<file path="src/rtl/register.sv">
// rtl/register.sv - WIDTH-bit data register, rising-edge capture, async active-low reset.
// Optional feature: define REGISTER_VALID_EN to add the flop-driven regValid output.
module register #(
  parameter int unsigned      WIDTH       = 32,
  parameter logic [WIDTH-1:0] RESET_VALUE = '0
) (
  input  logic             Clk,
  input  logic             reset,
  input  logic [WIDTH-1:0] regIn,
  output logic [WIDTH-1:0] regOut
`ifdef REGISTER_VALID_EN
  ,
  output logic             regValid
`endif
);

  logic [WIDTH-1:0] data_q;
  logic [WIDTH-1:0] data_d;

  assign data_d = regIn;

  always_ff @(posedge Clk or negedge reset) begin
    if (!reset) begin
      data_q <= RESET_VALUE;
    end else begin
      data_q <= data_d;
    end
  end

  assign regOut = data_q;

`ifdef REGISTER_VALID_EN
  // Sticky: first edge after reset release marks regOut as holding real data.
  logic valid_q;
  logic valid_d;

  assign valid_d = 1'b1;

  always_ff @(posedge Clk or negedge reset) begin
    if (!reset) begin
      valid_q <= 1'b0;
    end else begin
      valid_q <= valid_d;
    end
  end

  assign regValid = valid_q;
`endif

endmodule

</file>
<file path="config.mk">
export PLATFORM = sky130hd
export DESIGN_NAME = register
export DESIGN_NICKNAME = d
export VERILOG_FILES = /design/src/rtl/register.sv
export SDC_FILE = /design/constraint.sdc
export NUM_CORES = 1
export LEC_CHECK = 0
export CAP_MARGIN = 20
export CELL_PAD_IN_SITES_DETAIL_PLACEMENT = 1
export CELL_PAD_IN_SITES_GLOBAL_PLACEMENT = 2
export CORE_MARGIN = 3
export CORE_UTILIZATION = 37
export DETAILED_ROUTE_END_ITERATION = 16
export DONT_BUFFER_PORTS = 1
export PLACE_DENSITY_LB_ADDON = 0.25
export REMOVE_ABC_BUFFERS = 1
export SLEW_MARGIN = 20
export SYNTH_ARGS = -nofsm -noshare
export SYNTH_HDL_FRONTEND = slang
export SYNTH_SLANG_ARGS = --single-unit
</file>
<file path="constraint.sdc">
create_clock -name Clk -period 0.9 [get_ports Clk]
set_input_delay 0.225 -clock Clk [delete_from_list [all_inputs] [get_ports Clk]]
set_output_delay 0.225 -clock Clk [all_outputs]
set_load 0.005 [all_outputs]
</file>
==> impl_metrics.tcl, run 1 <==
set metrics [dict create \
    cts_tree "yes" \
    finalCritPeriodShare_pct 105 \
    rows 16 \
    path_clk_slew_ns 0.09 \
    violations "negative hold slack, negative setup slack" \
    required_ns 0.67 \
    ctsResizeCount 0 \
    final_max_slew_viol_count 0 \
    hold_viol_final 32 \
    synth.area.top_cells "dfrtp_1 (100%)" \
    fill_cells 188 \
    cp_max_fo 1 \
    die_w_um 52.5 \
    vias 436 \
    p_total_w 0.00246 \
    yosysTopAreaCell "dfrtp_1" \
    wl_mm 1.79 \
    portBuffers 0 \
    post_cts_buffers 0 \
    rsz0062_at_grt "yes" \
    syn_area_um2 801 \
    grt_pass1_wl_mm 2.68 \
    drive_gt1_share_pct 8.33 \
    antenna_cells 0 \
    max_slew_margin_pct 93.4 \
    vdd_drop_max_v 0.00126 \
    synth.avg_cell_area_um2 25.0 \
    crit_type "register to output pin" \
    cts-buffers-inserted 5 \
    hold_buffers 32 \
    hold_class "input port to async pin" \
    design_area_um2 1210 \
    die_area_um2 2760 \
    synth.area.mux_share_pct 0 \
    finalSetupViolations 32 \
    antenna_found_initial 0 \
    grt_max_degree 33 \
    grt_usage_pct 15.3 \
    synth_seq_area_share_pct 100 \
    antenna_left 0 \
    synth.distinct_cells 1 \
    drc 0 \
    leakage_nw 0.539 \
    cp-end-kind "output pin" \
    ios 66 \
    ys_warn_count 0 \
    drv_cap 0 \
    cts.sinks 32 \
    worstMarginPinSlew_ns 0.0991 \
    cts_max_path_buffers 2 \
    multi_input_cells 0 \
    worst_slack_ns -0.0435 \
    die_y_um 52.5 \
    cts_root_buf "clkbuf_4" \
    nNetsFinal 105 \
    grt_pass1_vias 493 \
    wire_per_inst_um 18.1 \
    drtIter0Drc 0 \
    place_area_um2 835 \
    grt_overflow 0 \
    yosys.area_share.adder_pct 0 \
    synth_top_cell_area_share_pct 100 \
    timing.hold.ws_ns -0.405 \
    htreeDepth 2 \
    synth_seq_cells 32 \
    synth_xor_xnor_area_share_pct 0 \
    fin_util_pct 60.6 \
    syn_inst 32 \
    fmax_mhz 1060 \
    fin_setup_tns_ns -0.790 \
    start_util_pct 40.0 \
    gp_congestion 0.535 \
    crit_arrival_ns 0.72 \
    multi_input_area_um2 0 \
    drt_pass1_iterations 1 \
    start_kind "register" \
    core_region_area_um2 2000 \
    post-route-min-period_ns 0.944 \
    status "finished, violations left" \
    yosys.area_share.simple_pct 0 \
    avgViaCountPerCell 4.40 \
    synth_compound_area_share_pct 0 \
    area_growth_syn_to_layout_pct 51.6 \
    largest_register_ffs 32 \
    pwr_density_cell_nw_per_um2 2020 \
]
[cell type report]
cell class              instances  area (µm²)  share of cell area (%)
well taps                      27        33.8                    2.78
clock buffers                   8        58.8                    4.85
repair buffers                 32         320                    26.4
flip-flops and latches         32         801                    66.0
[layer usage]
layer / track usage, % / up-vias / routed length, µm / part of all wire, %
met4: 7.66 / 0 / 15 / 0.84
met5: 0 / - / 0 / 0
met3: 11.4 / 2 / 257 / 14
met1: 14.5 / 214 / 565 / 32
met2: 24.2 / 44 / 950 / 53
li1: - / 176 / - / -
[cell families after synthesis]
group       Yosys count
flip-flops           32
[worst max-delay path by stage]
| stage | startpoint | to | slack (ns) | cells past startpoint |
|---|---|---|---|---|
| 2_1_floorplan | regOut[0] | regOut[0] | 0.33 | 0 |
| 3_3_place_gp | regOut[28] | regOut[28] | 0.30 | 0 |
| 3_5_place_dp | regOut[28] | regOut[28] | 0.30 | 0 |
| 4_1_cts | regOut[22] | regOut[22] | -0.08 | 0 |
| 5_1_grt | regOut[22] | regOut[22] | -0.09 | 0 |
| 6_report | regOut[22] | regOut[22] | -0.04 | 0 |
[metrics by stage]
stage	hold WS (ns)	worst slack [ns]	instances
2_1_floorplan	-0.0706	0.326	32
3_3_place_gp	-0.0699	0.304	59
3_5_place_dp	-0.0698	0.295	59
4_1_cts	-0.437	-0.0763	99
5_1_grt	-0.446	-0.0945	99
6_report	-0.405	-0.0435	99
[cells in the mapped netlist]
master    n
dfrtp_1  32
[cell usage in the layout (no fill, tap or decap)]
cell type / Yosys / final
dfrtp_1: 32 / 32
clkbuf_8: 0 / 1
clkbuf_4: 0 / 5
clkbuf_1: 0 / 2
dlygate4sd3_1: 0 / 32
[report_power, final]
part,total (W),leakage [nW],internal [W],switching (W)
Combinational,0.000112,0.134,0.0000920,0.0000202
Clock,0.000793,0.0326,0.000385,0.000408
Sequential,0.00155,0.373,0.00151,0.0000417
Total,0.00246,0.539,0.00199,0.000470
(Power assumes the default switching activity.)
==> run 2, diff against run 1 <==
Settings changed: RECOVER_POWER set to 50.
Clock period 0.9 ns to 1.1 ns, I/O delays scaled along.
==> impl_metrics.tcl, run 2 (synthesis results as in run 1) <==
set metrics [dict create \
    status "completed" \
    wire_per_inst_um 19.1 \
    htreeDepth 2 \
    start_kind "register" \
    cts.sinks 32 \
    grt_pass1_wl_mm 2.93 \
    fill_cells 190 \
    cp.depth 0 \
    final_max_slew_viol_count 0 \
    largest_register_ffs 32 \
    busiest_layer "met2" \
    rows 16 \
    use_met2_pct 26.4 \
    gp_congestion 0.535 \
    vdd_drop_max_v 0.00115 \
    pwr_density_cell_nw_per_um2 1670 \
    die_area_um2 2760 \
    drive_gt1_share_pct 9.46 \
    drtIter0Drc 1 \
    die_w_um 52.5 \
    grt_max_degree 33 \
    cts_max_path_buffers 2 \
    start_util_pct 40.0 \
    met3_usage_pct 12.0 \
    avgViaCountPerCell 4.44 \
    nNetsFinal 107 \
    cts-buffers-inserted 5 \
    antenna_cells 0 \
    cts_root_buf "clkbuf_4" \
    rsz0062_at_grt "no" \
    worstMarginPinSlew_ns 0.409 \
    hold_viol_final 0 \
    grt_pass1_vias 502 \
    final_cell_mix "dlygate4sd3_1 (33), dfrtp_1 (32), clkbuf_4 (6)" \
    worst_slack_ns 0.0951 \
    ctsResizeCount 0 \
    fin_setup_tns_ns 0 \
    drt_pass1_iterations 3 \
    path_clk_slew_ns 0.09 \
    required_ns 0.82 \
    ios 66 \
    cp-end-kind "output pin" \
    fmax_mhz 995 \
    cts_tree "yes" \
    multi_input_cells 0 \
    post_cts_buffers 0 \
    gr-usage-met1_pct 16.0 \
    grt_usage_pct 16.6 \
    drc 0 \
    area_growth_syn_to_layout_pct 53.7 \
    wl_mm 1.93 \
    leakage_nw 0.548 \
    post-route-min-period_ns 1.00 \
    finalSetupViolations 0 \
    crit_arrival_ns 0.73 \
    cp_max_fo 1 \
    multi_input_area_um2 0 \
    antenna_found_initial 0 \
    portBuffers 0 \
    die_y_um 52.5 \
    core_region_area_um2 2000 \
    post-place-ws_ns 0.445 \
    fin_util_pct 61.5 \
    vias 448 \
    hold_buffers 34 \
    final_common_cell "dlygate4sd3_1" \
    drv_cap 0 \
    crit_type "register to output pin" \
    antenna_left 0 \
    hold_class "input port to async pin" \
    max_slew_margin_pct 72.7 \
    grt_overflow 0 \
    finalCritPeriodShare_pct 91.4 \
]
-- run 2: changes by cell type in the layout (fill, tap and decap cells not counted), sizes merged --
cell         change
clkbuf           +1
dlygate4sd3      +1
-- run 2: how the worst max path moves through the flow --
stage / startpoint / end / slack (ns)
2_1_floorplan: regOut[0] / regOut[0] / 0.48
3_3_place_gp: regOut[28] / regOut[28] / 0.45
3_5_place_dp: regOut[28] / regOut[28] / 0.45
4_1_cts: regOut[22] / regOut[22] / 0.07
5_1_grt: regOut[9] / regOut[9] / 0.05
6_report: regOut[14] / regOut[14] / 0.1
-- run 2: layout make-up --
type	count	area [µm²]	share of cell area (%)
Timing Repair Buffer	34	338	27.4
Tap cell	27	33.8	2.74
Sequential cell	32	801	65.0
Clock buffer	8	58.8	4.78
-- run 2: metrics by stage --
step / area, µm² / total power, W / hold WS, ns / instances
5_1_grt: 1230 / 0.00217 / 0.466 / 101
3_5_place_dp: 835 / 0.00130 / -0.0198 / 59
3_3_place_gp: 835 / 0.00129 / -0.0199 / 59
6_report: 1230 / 0.00205 / 0.453 / 101
4_1_cts: 1240 / 0.00209 / 0.370 / 101
2_1_floorplan: 801 / 0.00128 / -0.0206 / 32
-- run 2: routing by layer --
| layer | vias to the layer above | part of all wire, % |
|---|---|---|
| met5 | - | 0 |
| met4 | 0 | 1.8 |
| met1 | 221 | 34 |
| met3 | 4 | 13 |
| li1 | 180 | - |
| met2 | 43 | 51 |
-- run 2: report_power, final --
part	internal [W]	leakage [nW]	switching, W	total (W)
Combinational	0.0000799	0.142	0.0000392	0.000119
Sequential	0.00124	0.373	0.0000357	0.00127
Clock	0.000315	0.0326	0.000348	0.000663
